$ cat src/rtl/mem_arb_pkg.sv
// rtl/mem_arb_pkg.sv - shared encodings and defaults for the memory arbiter
package mem_arb_pkg;

    typedef enum logic [1:0] {
        IDLE  = 2'd0,
        ISSUE = 2'd1,
        WAIT  = 2'd2
    } state_t;

    typedef enum logic {
        OWN_IFU = 1'b0,
        OWN_LSU = 1'b1
    } owner_t;

    localparam logic [31:0] ERR_DATA_DEFAULT = 32'hDEAD_BEEF;

endpackage

$ cat src/rtl/rr_arbiter2.sv
// rtl/rr_arbiter2.sv - two-way round-robin arbiter, LSU wins the first tie after reset
module rr_arbiter2 (
    input  logic clk,
    input  logic rst,
    input  logic en,
    input  logic req_ifu,
    input  logic req_lsu,
    output logic gnt_ifu,
    output logic gnt_lsu
);

    // 1 means the LSU received the most recent grant
    logic last_lsu_q;

    always_comb begin
        gnt_lsu = en && req_lsu && (!req_ifu || !last_lsu_q);
        gnt_ifu = en && req_ifu && (!req_lsu ||  last_lsu_q);
    end

    always_ff @(posedge clk) begin
        if (rst) begin
            last_lsu_q <= 1'b0;
        end else if (gnt_lsu || gnt_ifu) begin
            last_lsu_q <= gnt_lsu;
        end
    end

endmodule

$ cat src/rtl/mem_arbiter.sv
// rtl/mem_arbiter.sv - single-outstanding IFU/LSU arbiter onto one memory port with timeout
module mem_arbiter
    import mem_arb_pkg::*;
#(
    parameter int          TIMEOUT  = 16,
    parameter logic [31:0] ERR_DATA = ERR_DATA_DEFAULT
) (
    input  logic        clk,
    input  logic        rst,
    input  logic        ifu_req,
    input  logic [31:0] ifu_addr,
    output logic        ifu_gnt,
    output logic        ifu_rvalid,
    output logic [31:0] ifu_rdata,
    input  logic        lsu_req,
    input  logic [31:0] lsu_addr,
    input  logic        lsu_wen,
    input  logic [31:0] lsu_wdata,
    input  logic [3:0]  lsu_wmask,
    output logic        lsu_gnt,
    output logic        lsu_rvalid,
    output logic [31:0] lsu_rdata,
    output logic        mem_req,
    output logic [31:0] mem_addr,
    output logic        mem_wen,
    output logic [31:0] mem_wdata,
    output logic [3:0]  mem_wmask,
    input  logic        mem_rvalid,
    input  logic [31:0] mem_rdata,
    output logic        bus_err
);

    localparam logic [7:0] CNT_LAST = 8'(TIMEOUT - 1);

    state_t      state_q, state_d;
    owner_t      owner_q;
    logic [7:0]  cnt_q;
    logic [31:0] addr_q;
    logic        wen_q;
    logic [31:0] wdata_q;
    logic [3:0]  wmask_q;
    logic        resp;
    logic [31:0] resp_data;

    rr_arbiter2 u_rr (
        .clk     (clk),
        .rst     (rst),
        .en      (state_q == IDLE),
        .req_ifu (ifu_req),
        .req_lsu (lsu_req),
        .gnt_ifu (ifu_gnt),
        .gnt_lsu (lsu_gnt)
    );

    always_comb begin
        state_d   = state_q;
        mem_req   = 1'b0;
        mem_addr  = 32'h0;
        mem_wen   = 1'b0;
        mem_wdata = 32'h0;
        mem_wmask = 4'h0;
        resp      = 1'b0;
        resp_data = 32'h0;
        bus_err   = 1'b0;
        case (state_q)
            IDLE: begin
                if (ifu_gnt || lsu_gnt) state_d = ISSUE;
            end
            ISSUE: begin
                mem_req   = 1'b1;
                mem_addr  = addr_q & ~32'h3;
                mem_wen   = wen_q;
                mem_wdata = wdata_q;
                mem_wmask = wmask_q;
                state_d   = WAIT;
            end
            WAIT: begin
                // a real response on the last allowed cycle beats the timeout
                if (mem_rvalid) begin
                    resp      = 1'b1;
                    resp_data = mem_rdata;
                    state_d   = IDLE;
                end else if (cnt_q == CNT_LAST) begin
                    resp      = 1'b1;
                    resp_data = ERR_DATA;
                    bus_err   = 1'b1;
                    state_d   = IDLE;
                end
            end
            default: state_d = IDLE;
        endcase
        ifu_rvalid = resp && (owner_q == OWN_IFU);
        lsu_rvalid = resp && (owner_q == OWN_LSU);
        ifu_rdata  = ifu_rvalid ? resp_data : 32'h0;
        lsu_rdata  = lsu_rvalid ? resp_data : 32'h0;
    end

    always_ff @(posedge clk) begin
        if (rst) begin
            state_q <= IDLE;
            owner_q <= OWN_IFU;
            cnt_q   <= 8'h0;
            addr_q  <= 32'h0;
            wen_q   <= 1'b0;
            wdata_q <= 32'h0;
            wmask_q <= 4'h0;
        end else begin
            state_q <= state_d;
            cnt_q   <= (state_q == WAIT) ? cnt_q + 8'h1 : 8'h0;
            if (lsu_gnt) begin
                owner_q <= OWN_LSU;
                addr_q  <= lsu_addr;
                wen_q   <= lsu_wen;
                wdata_q <= lsu_wdata;
                wmask_q <= lsu_wmask;
            end else if (ifu_gnt) begin
                owner_q <= OWN_IFU;
                addr_q  <= ifu_addr;
                wen_q   <= 1'b0;
                wdata_q <= 32'h0;
                wmask_q <= 4'h0;
            end
        end
    end

endmodule
$ cat config.mk
export PLATFORM = sky130hd
export DESIGN_NAME = mem_arbiter
export DESIGN_NICKNAME = d
export VERILOG_FILES = /design/src/rtl/mem_arb_pkg.sv /design/src/rtl/rr_arbiter2.sv /design/src/rtl/mem_arbiter.sv
export SDC_FILE = /design/constraint.sdc
export NUM_CORES = 1
export LEC_CHECK = 0
export ABC_AREA = 1
export CORE_MARGIN = 2
export CORE_UTILIZATION = 29
export CTS_CLUSTER_DIAMETER = 30
export DETAILED_ROUTE_END_ITERATION = 16
export GPL_TIMING_DRIVEN = 0
export PLACE_DENSITY_LB_ADDON = 0.3
export SLEW_MARGIN = 20
export SYNTH_ARGS = -nofsm -noshare
export SYNTH_HDL_FRONTEND = slang
export SYNTH_HIERARCHICAL = 1
export SYNTH_SLANG_ARGS = --single-unit
$ cat constraint.sdc
create_clock -name clk -period 3.1 [get_ports clk]
set_input_delay 0.93 -clock clk [delete_from_list [all_inputs] [get_ports clk]]
set_output_delay 0.93 -clock clk [all_outputs]
set_load 0.03 [all_outputs]
* Yosys cells after proc, flatten, opt, wreduce, memory -nomap -nowiden
Index checks and enable logic that the tools add are counted.
Cells by class: bitwise operators 2, equality and inequality tests 5, reduce and logical (&&, ||, !) cells 16, muxes and demuxes 28, add/sub/neg operators 1
Operators by type and width (number):
- 32-bit two-way mux | 11
- 4-bit two-way mux | 3
- 1-bit two-way mux | 10
- 8-bit by 1-bit adder with 8-bit output, second input constant | 1
- 8-bit by 4-bit equality test with 1-bit output, second input constant | 1
- 1-bit logical AND | 6
- 2-bit two-way mux | 3
- 2-bit case mux with 3 select lines | 1
- 1-bit logical NOT | 3
- 1-bit logical OR | 3
- 3-bit inequality test, second input constant | 1
- 2-bit by 1-bit equality test with 1-bit output, second input constant | 1
- 2-bit equality test, second input constant | 1
- 2-bit logical NOT | 1
- 2-bit inequality test, second input constant | 1
- 1-bit inverter | 2
- 2-bit AND reduction | 1
- 2-bit nonzero test | 1
- 2-bit OR reduction | 1
Storage, ports and cells: output and inout port bits 139, input bits 138, register bits 81, word-level logic and storage cells 60

* Logic depth before layout (Yosys ltp)
Gate-level depths: netlist of the first run.
depth after elaboration 6, depth in mapped cells 12, mapped depth without buffers 10

* Modules after synthesis
The synthesis of the first run kept the hierarchy.
Modules (own cells, without submodules):
- mem_arbiter | cells each 703, instances 1, area an instance 4167.7 um2, seq. area each 1561.5 um2
- rr_arbiter2 | cells each 11, instances 1, area an instance 66.3 um2, seq. area each 20.0 um2

* Worst setup path before layout of the first run
No wires, ideal clock.
kind input to output, start point input port mem_rvalid, end point output port bus_err, cell stages on the path 1, data arrival time 1.928 ns, slack 0.242 ns, buffers on the path 0, data required time 2.170 ns, cells stage by stage nor4_1
Between the ends: longest elaborated chain between the ends 2
RTL lines:
- from (decl) | RTL line mem_arbiter.sv:28 | input logic mem_rvalid,
- 1-bit two-way mux | RTL line mem_arbiter.sv:79 | if (mem_rvalid) begin
- 1-bit two-way mux | RTL line mem_arbiter.sv:65 | case (state_q)
- to (decl) | RTL line mem_arbiter.sv:30 | output logic bus_err
Every way passes these cells.

* Worst setup path in the final report of the first run
start point input port lsu_req, end point output port lsu_gnt
Between the ends: longest elaborated chain between the ends 2
RTL lines:
- from (decl) | RTL line mem_arbiter.sv:15 | input logic lsu_req,
- 1-bit logical AND (2 in series) | RTL line rr_arbiter2.sv:16 | gnt_lsu = en && req_lsu && (!req_ifu || !last_lsu_q);
- to (decl) | RTL line mem_arbiter.sv:20 | output logic lsu_gnt,
Every way passes these cells.

==> impl_results.md, run 1 <==
- Fraction of the yosys area taken by sequential cells: 37.35%
- Hold Vio Cnt, Final: 0
- Count of flip-flops with a built-in enable after synthesis: 0
- Setup repair after global routing missed its margin: yes
- Layout net count: ~1100
- Maximum fanout count along the critical path: 2
- Synth top area cells: sky130_fd_sc_hd__dfxtp_1 37%, sky130_fd_sc_hd__nand2_1 19%, sky130_fd_sc_hd__nor2_1 15%
- Design Power: roughly 3.1 mW
- Initial core utilization: between 20% and 30%
- Routed wirelength normalized by instance count: 12.73 µm
- Insertion delay of the later-clocked pin in the worst-skew pair: between 0.3 and 0.4 ns
- Startpoint-to-endpoint class of the critical path: in -> out
- Number of instances on the worst hold path: 1
- Pre-CTS setup slack: -1.029 ns
- Number of clock buffers inserted by TritonCTS: 9
- Register bit total from synthesis: 79
- GRT Residual Overflow: 0
- Netlist area before placement: between 0.004 and 0.005 mm²
- Highest ir drop seen on vdd: 237.5 µV
- Crit-path slowest cell: sky130_fd_sc_hd__clkdlybuf4s50_1
- Status: finished, final reports clean
- Sequence of cells on the critical path: clkdlybuf4s50_1 > nand2_1 > clkinv_1 > nand2_2 > inv_1 > clkdlybuf4s15_1
- Final cell count without fillers: around 1200
- Synth Instances: ~710
- Max Clk Rate: 330.5 MHz
- Largest area contributor in the synthesized netlist: sky130_fd_sc_hd__dfxtp_1
- Fin Hold WS: about 0.45 ns
- Arrival time at the worst endpoint: approximately 2.1 ns
- Required time of the worst setup path: 2.17 ns
- Max-cap violation count: 0
- Wire length of the first global-routing pass: 24100 µm
- Setup TNS: 0 ns
- Maximum level of the CTS H-tree: 3
- Maximum number of pins on one net before global-route repair: 13
- Finish-stage setup viols: 0
- Via count: 5060
- Clk root buf: sky130_fd_sc_hd__clkbuf_16
- Number of port buffers: 270
- Startpoint types: input pin
- Clock-pin slew on the worst setup and hold paths: around 0.06 ns
- Tot GR Track Use: 19.21%
- Diodes inserted: 0
- Count of cell types in the netlist: 24
- Die width: ~120 µm
- Minimum clock period after layout: roughly 3.0 ns
- Worst clock skew: around 0.0056 ns
- Number of antenna violations at the first check in global routing: 0
- Smallest setup slack after layout: between 0.07 and 0.08 ns
- Worst stage delay on the critical path: a little over 0.5 ns
- Post-Place Cell Area: between 0.007 and 0.008 mm²
- Routed WL: 15070 µm
- Placed insts: around 1200
- Fin crit share: 97.60%
- Worst Reg-to-Reg Cells: 11
- Async set-or-reset flop fraction in the synthesized netlist: 0%
- Area Overhead vs Synth: 72.22%
- Violation count after the first detailed-route iteration: between 200 and 250
- Drt first pass iters: 4
- Pwr per Cell Area: between 400 and 500 mW/mm²
- Mapped Avg Cell Area: roughly 5.9 µm²
- Yosys top cell area share: between 30% and 40%
- Filler Cells Inserted: 1547
- Number of rows in the core area: 44
- Post-route DRC: 0
- Die outline area: 0.01558 mm²
- Number of routed nets with antenna violations: 0
- Type of the worst min-delay path: reg -> reg
- Chip height: 124.8 µm
- Fraction of final layout cells sized beyond drive strength 1: between 10% and 20%
- Detailed-route vias per instance: ~4.3
- Via count of the first global-routing pass: approximately 4800
- I/O Pins: ~280
- Total half-perimeter wirelength after legalization and detailed placement: about 12000 µm
- Headroom to the max-slew limit: between 60% and 70%
- CTS sink count: just under 80
- Main synth FF type: sky130_fd_sc_hd__dfxtp_1
- Post-route cell area: around 0.0073 mm²
- Total count of max-transition violations in the final report: 0
- TritonCTS clock tree: done
- Sort of element at the end of the critical path: output pin
- Final weighted congestion in routability-driven placement: 0.8140
- Core footprint: approximately 0.014 mm²
- Hold-fix buffers at CTS: 0
- Total of warnings raised by yosys: 6
- Worst Tran Pin Value: between 0.5 and 0.6 ns
- Maximum count of clock buffers along a single path: 2
- Static Leakage: between 3 and 4 nW
- Finished Core Util: 50.56%
## power breakdown
| group | switching [mW] | internal (mW) | total (mW) |
|---|---|---|---|
| Sequential | 0.0503 | 1.12 | 1.17 |
| Clock | 0.406 | 0.633 | 1.04 |
| Combinational | 0.543 | 0.400 | 0.943 |
| Total | 0.999 | 2.15 | 3.15 |
## cell type report
cell class	count	area (µm²)	share of cell area (%)
flip-flops and latches	79	1582	21.69
clock buffers	10	239.0	3.277
plain buffers	43	257.7	3.535
clock inverters	4	47.55	0.6520
inverters	115	431.7	5.920
repair buffers	271	2505	34.35
multi-input cells	478	1999	27.42
well taps	184	230.2	3.157
## path summary, 6_finish.rpt
path	slack (ns)	start	endpoint
max	0.07	lsu_req	lsu_gnt
min reg2reg	0.45	cnt_q[0]	cnt_q[0]
max reg2reg	1.30	state_q[0]	wdata_q[9]
min	0.45	cnt_q[0]	cnt_q[0]
## synthesized netlist by cell type (all sizes together), types with 2 or more instances
cell	count
nand2	216
nor2	171
inv	114
dfxtp	79
a21oi	44
nand3	36
buf	24
clkbuf	19
nor4	2
o21ai	2
## routing by layer
metal  wire [µm]  part of all wire [%]  global-route usage [%]
met5           0                     0                       0
met4         212                   1.4                   5.686
met2        7620                    51                   35.42
met1        5954                    40                   20.75
met3        1282                   8.5                   6.486
## worst max-delay path, delay by kind of cell
kind	cells	cell delay, ns
AND/OR/NAND/NOR	2	0.12
buffers and inverters	4	1.03
## placed cells by master, fill, tap and decap left out, drive strengths merged
cell and instances:
clkinv 3, o22ai 1, nand2 216, clkinvlp 1, nor4 2, clkbuf 34
nor2 171, clkdlybuf4s15 13, dlygate4sd2 8, conb 2, clkdlybuf4s50 190, clkdlybuf4s18 1
o21ai 2, dfxtp 79, ha 1, nand3 36, xor2 1, inv 114
a21oi 44, nor3b 1, o21bai 1, buf 68, bufinv 1, dlymetal6s2s 10
## sequential cells by signal (all words and copies together) (netlist names)
signal	count
addr_q	30
cnt_q	8
owner_q	1
state_q	2
u_rr/last_lsu_q	1
wdata_q	32
wen_q	1
wmask_q	4
## what timing repair did
item                       4_1_cts  5_1_grt
setup endpoints to repair       89       82
pin swaps                        2        0
resized for setup              201      111
buffers inserted                 1        0
hold endpoints to repair         0        0
## cells by family (layout without fill, tap and decap cells)
family	after synthesis	after routing	synth area share (%)
compound gates	48	48	6.117
fa+ha+maj	1	1	0.2955
other cells	1	2	0.08857
simple gates	426	426	40.04
flops	79	79	37.35
buf+inv	158	443	15.90
xor+xnor	1	1	0.2069
Power figures use the tool's default switching activity.
==> inputs of run 2 (changes only) <==
CELL_PAD_IN_SITES_DETAIL_PLACEMENT = 1   (was unset)
CELL_PAD_IN_SITES_GLOBAL_PLACEMENT = 1   (was unset)
CORE_UTILIZATION = 25   (was 29)
SETUP_SLACK_MARGIN = 0.02   (was unset)
==> impl_results.md, run 2 (synthesis gave the netlist of run 1 again) <==
- Status: finished, final reports clean
- Sequence of cells on the critical path: dlygate4sd2_1 > o21bai_4 > nand3_4 > nor2_1 > dlygate4sd2_1
- Post-route cell area: 0.007248 mm²
- Headroom to the max-slew limit: between 60% and 70%
- Cell family with most CP delay: buffers and inverters
- Number of port buffers: 270
- Wire length of the first global-routing pass: around 26000 µm
- Required time of the worst setup path: 2.17 ns
- Clock power share: 34.0%
- Number of routed nets with antenna violations: 0
- Final cell count without fillers: approximately 1200
- Most used cell along the critical path: sky130_fd_sc_hd__dlygate4sd2_1
- Start point of the critical path: mem_rvalid
- GR Util met3: 6.236%
- Max Clk Rate: between 300 and 400 MHz
- Minimum clock period after layout: 2.991 ns
- Post-route DRC: 0
- Die outline area: 0.01799 mm²
- Post-Place Cell Area: between 0.007 and 0.008 mm²
- Chip height: ~130 µm
- Internal cell power: 2.142 mW
- Maximum level of the CTS H-tree: 3
- Largest registers ranked by flip-flop count: wdata_q: 32 flops, addr_q: 30 flops, cnt_q: 8 flops
- Die width: 134.1 µm
- Worst Reg-to-Reg Cells: 10
- Maximum count of clock buffers along a single path: 2
- Highest ir drop seen on vdd: slightly above 200 µV
- Sequential Power Share: between 30% and 40%
- Most common cell after layout, fill and taps aside: sky130_fd_sc_hd__nand2_1
- CTS sink count: 79
- GRT Residual Overflow: 0
- Reg-to-reg setup timing slack: ~1.2 ns
- Post-CTS setup-driven buffer insertion count: 0
- Violation count after the first detailed-route iteration: just over 100
- Switching fraction of total power: about a third
- Tot GR Track Use: between 10% and 20%
- Total half-perimeter wirelength after legalization and detailed placement: about 14000 µm
- Filler Cells Inserted: ~2200
- Clk root buf: sky130_fd_sc_hd__clkbuf_16
- Arrival time at the worst endpoint: about 2.1 ns
- Number of rows in the core area: 47
- Fraction of final layout cells sized beyond drive strength 1: approximately 12%
- Critical path depth in cells: 5
- Sort of element at the end of the critical path: output pin
- Placed insts: ~1200
- Register name with the most flops: wdata_q
- Net Switching: approximately 1.1 mW
- Via count: roughly 5200
- Total count of max-transition violations in the final report: 0
- Setup repair after global routing missed its margin: no
- TritonCTS clock tree: done
- Flip-flop count of the largest register, all copies and words added: 32
- Crit path buf inv count: 2
- Peak-usage layer in the global routing report: met2
- Worst setup path end: lsu_rdata[0]
- Worst clock skew: 0.007827 ns
- Maximum number of pins on one net before global-route repair: 16
- Crit-path slowest cell: sky130_fd_sc_hd__dlygate4sd2_1
- Area Overhead vs Synth: 71.19%
- Commonest cells after routing, fill and taps aside: 213 x sky130_fd_sc_hd__nand2_1, 190 x sky130_fd_sc_hd__clkdlybuf4s50_1, 169 x sky130_fd_sc_hd__nor2_1
- Layout net count: between 1000 and 1500
- Routed WL: roughly 17000 µm
- Hold Vio Cnt, Final: 0
- Startpoint types: input pin
- Finish-stage setup viols: 0
- Core footprint: 0.01658 mm²
- Clock-pin slew on the worst setup and hold paths: 0.06 ns
- Detailed-route vias per instance: 4.229
- Number of clock buffers inserted by TritonCTS: 9
- Startpoint-to-endpoint class of the critical path: in -> out
- Fin crit share: a little over nine tenths
- Routed wirelength normalized by instance count: 14.18 µm
- Routing usage on met1: slightly below 20%
- Insertion delay of the later-clocked pin in the worst-skew pair: between 0.3 and 0.4 ns
- Initial core utilization: roughly 26%
- GR Util met2: 34.96%
- Hold-fix buffers at CTS: 0
- Drt first pass iters: 5
- Maximum fanout count along the critical path: 6
- Max-cap violation count: 0
- Reg2Reg Capture Point: wdata_q[1]
- Finished Core Util: between 40 and 50%
- Diodes inserted: 0
- Combinational fraction of design power: roughly 30%
- Static Leakage: about 3.4 nW
- Number of antenna violations at the first check in global routing: 0
- Worst Tran Pin Value: 0.5551 ns
- Setup TNS: 0 ns
- Worst stage delay on the critical path: between 0.4 and 0.5 ns
- Pwr per Cell Area: between 400 and 500 mW/mm²
- Final weighted congestion in routability-driven placement: approximately 0.75
- Type of the worst min-delay path: reg -> reg
- I/O Pins: 277
- Worst reg2reg startpoint: state_q[0]
- Via count of the first global-routing pass: approximately 5200
[run 2: cell types whose count changed in the layout (fill, tap and decap cells not counted), moves of 2 or more]
cell	delta
sky130_fd_sc_hd__clkdlybuf4s15_2	-7
sky130_fd_sc_hd__buf_2	+16
sky130_fd_sc_hd__buf_4	-2
sky130_fd_sc_hd__inv_6	+3
sky130_fd_sc_hd__clkinv_2	-2
sky130_fd_sc_hd__dlymetal6s2s_1	-10
sky130_fd_sc_hd__clkbuf_2	-4
sky130_fd_sc_hd__dlygate4sd2_1	+7
[run 2: metrics by stage]
stage                     total power, mW  hold WS (ns)  setup WS [ns]
after floorplan                     1.725        0.4175         0.2423
after global placement              2.167        0.4322         -1.026
after CTS                           3.278        0.4598        0.01376
after global routing                3.423        0.4829        0.02765
final                               3.219        0.4558         0.1093
after detailed placement            2.179        0.4504         -1.023
[run 2: layout make-up]
cell class	instances	area [µm²]	share of cell area, %
Buffer	43	257.7	3.556
Clock buffer	9	225.2	3.107
Clock inverter	7	80.08	1.105
Inverter	115	431.7	5.955
Multi-Input combinational cell	478	1999	27.59
Sequential cell	79	1582	21.82
Tap cell	220	275.3	3.798
Timing Repair Buffer	270	2397	33.07
[run 2: worst min-delay path by stage]
| stage | from | to | slack, ns | cells after the start |
|---|---|---|---|---|
| 3_5_place_dp | cnt_q[0] | cnt_q[0] | 0.45 | 1 |
| 3_3_place_gp | cnt_q[0] | cnt_q[0] | 0.43 | 1 |
| 5_1_grt | wdata_q[10] | wdata_q[10] | 0.48 | 2 |
| 6_report | cnt_q[0] | cnt_q[0] | 0.46 | 1 |
| 4_1_cts | cnt_q[0] | cnt_q[0] | 0.46 | 1 |
| 2_1_floorplan | cnt_q[0] | cnt_q[0] | 0.42 | 1 |
[run 2: layer usage]
metal,part of all wire (%),vias to the layer above
met5,0,-
met3,9.1,16
met1,40,2308
li1,-,2653
met4,1.3,0
met2,50,187
[run 2: power groups by stage]
stage / Sequential, mW / Clock [mW] / Combinational, mW
3_5_place_dp: 1.19 / 0 / 0.991
2_1_floorplan: 1.18 / 0 / 0.549
4_1_cts: 1.17 / 1.13 / 0.977
3_3_place_gp: 1.19 / 0 / 0.980
6_report: 1.17 / 1.10 / 0.956
5_1_grt: 1.18 / 1.17 / 1.07
[run 2: what timing repair did]
action                     in CTS  in global routing
gates cloned                    0                  0
pin swaps                       2                  0
setup endpoints to repair     130                 51
resized for setup             334                 12
==> inputs of run 3 (changes only) <==
PLACE_DENSITY_LB_ADDON = 0.1   (was 0.3)
==> impl_results.md, run 3 (synthesis gave the netlist of run 1 again) <==
- Number of rows in the core area: 47
- Initial core utilization: 25.53%
- Largest registers ranked by flip-flop count: wdata_q: 32 flops, addr_q: 30 flops, cnt_q: 8 flops
- Number of instances on the worst hold path: 2
- Register name with the most flops: wdata_q
- Core footprint: ~0.017 mm²
- Total half-perimeter wirelength after legalization and detailed placement: roughly 14000 µm
- Max Clk Rate: around 330 MHz
- Insertion delay of the later-clocked pin in the worst-skew pair: 0.34 ns
- Layout net count: 1139
- Filler Cells Inserted: 2213
- Maximum number of pins on one net before global-route repair: 13
- GR Util met3: a little under 6%
- Minimum clock period after layout: roughly 3 ns
- Status: finished, final reports clean
- Clock-pin slew on the worst setup and hold paths: approximately 0.060 ns
- TritonCTS clock tree: done
- Headroom to the max-slew limit: 65.25%
- Finish-stage setup viols: 0
- GR Util met2: a little over a third
- Maximum fanout count along the critical path: 2
- Area Overhead vs Synth: 72.52%
- Routed wirelength normalized by instance count: about 14 µm
- Tot GR Track Use: 19.28%
- Sort of element at the end of the critical path: output pin
- Number of clock buffers inserted by TritonCTS: 9
- Chip height: between 100 and 150 µm
- Detailed-route vias per instance: roughly 4.2
- Startpoint-to-endpoint class of the critical path: in -> out
- Worst Reg-to-Reg Cells: 11
- Post-route DRC: 0
- Pre-CTS setup slack: -1.077 ns
- Reg-to-reg setup timing slack: approximately 1.3 ns
- Number of routed nets with antenna violations: 0
- Placed insts: 1205
- Die width: roughly 130 µm
- Maximum count of clock buffers along a single path: 2
- Required time of the worst setup path: about 2.2 ns
- Maximum level of the CTS H-tree: 3
- Setup repair after global routing missed its margin: no
- Wire length of the first global-routing pass: around 27000 µm
- Highest ir drop seen on vdd: around 200 µV
- Commonest cells after routing, fill and taps aside: 214 x sky130_fd_sc_hd__nand2_1, 175 x sky130_fd_sc_hd__clkdlybuf4s50_1, 167 x sky130_fd_sc_hd__nor2_1
- Static Leakage: roughly 3.7 nW
- Fraction of final layout cells sized beyond drive strength 1: between 10% and 20%
- Diodes inserted: 0
- Final weighted congestion in routability-driven placement: around 0.73
- Via count of the first global-routing pass: 5225
- Drt first pass iters: 4
- Smallest setup slack after layout: just over 0.08 ns
- Worst clock skew: 0.004020 ns
- Peak-usage layer in the global routing report: met2
- Flip-flop count of the largest register, all copies and words added: 32
- Max-cap violation count: 0
- Arrival time at the worst endpoint: roughly 2.1 ns
- Final cell count without fillers: about 1200
- Total count of max-transition violations in the final report: 0
- Violation count after the first detailed-route iteration: between 100 and 150
- CTS sink count: 79
- Fin Hold WS: approximately 0.46 ns
- Number of antenna violations at the first check in global routing: 0
- GRT Residual Overflow: 0
- Routing usage on met1: about 22%
- Fin crit share: between 90% and 100%
- I/O Pins: about 280
- Launch instance of the worst min-delay path: wdata_q[9]
- Pwr per Cell Area: 429.2 mW/mm²
- Routed WL: 17380 µm
- Worst reg2reg startpoint: state_q[1]
- Finished Core Util: 44.05%
- Startpoint types: input pin
- Worst Hold Path EP: wdata_q[9]
- Reg2Reg Capture Point: wdata_q[18]
- Clk root buf: sky130_fd_sc_hd__clkbuf_16
- Die outline area: around 0.018 mm²
- Type of the worst min-delay path: reg -> reg
- Via count: 5188
- Most common cell after layout, fill and taps aside: sky130_fd_sc_hd__nand2_1
- Number of port buffers: 270
- Worst Tran Pin Value: 0.5213 ns
- Hold Vio Cnt, Final: 0
[run 3: repair_timing]
item,in CTS,in global routing
hold buffers,0,0
setup buffers,1,3
pin swaps,2,1
endpoints found under the setup margin,116,27
resized for setup,340,18
gates cloned,0,0
[run 3: cell type report]
type                            count  area (µm²)  area share, %
Multi-Input combinational cell    478        2007          27.48
Clock inverter                      4       20.02         0.2741
Timing Repair Buffer              274        2480          33.95
Sequential cell                    79        1582          21.65
Buffer                             43       252.7          3.460
Tap cell                          220       275.3          3.768
Inverter                          115       431.7          5.910
Clock buffer                       12       256.5          3.511
[run 3: worst max-delay path, stage by stage]
cell                              delay [ns]
sky130_fd_sc_hd__clkdlybuf4s50_1        0.51
sky130_fd_sc_hd__nand2_1                0.07
sky130_fd_sc_hd__clkinv_1               0.05
sky130_fd_sc_hd__nand2_2                0.05
sky130_fd_sc_hd__inv_1                  0.06
sky130_fd_sc_hd__dlygate4sd2_1          0.41
[run 3: metrics by stage]
stage	setup TNS, ns	area (µm²)	total power, mW
floorplan	0	4238	1.725
global placement	-50.19	7216	2.166
detailed placement	-49.82	7216	2.173
CTS	0	7239	3.188
global route	0	7305	3.335
finish	0	7305	3.135
[run 3: where the power goes]
part / total, mW / switching, mW / internal [mW]
sequential: 1.17 / 0.0533 / 1.12
combinational: 0.955 / 0.559 / 0.396
clock: 1.01 / 0.431 / 0.581
total: 3.14 / 1.04 / 2.09
[run 3: worst max path at each step]
stage | from | end | slack, ns | cells after the start
2_1_floorplan | mem_rvalid | bus_err | 0.24 | 1
3_3_place_gp | mem_rvalid | ifu_rdata[17] | -1.07 | 6
3_5_place_dp | mem_rvalid | ifu_rdata[17] | -1.08 | 6
4_1_cts | state_q[1] | mem_wdata[12] | 0.01 | 5
5_1_grt | state_q[0] | mem_wdata[27] | 0.02 | 4
6_report | lsu_req | lsu_gnt | 0.08 | 6
[run 3: per-layer routing]
layer,vias up,routed length (µm)
li1,2659,-
met1,2339,7040
met2,177,8589
met3,13,1492
met4,0,259
met5,-,0
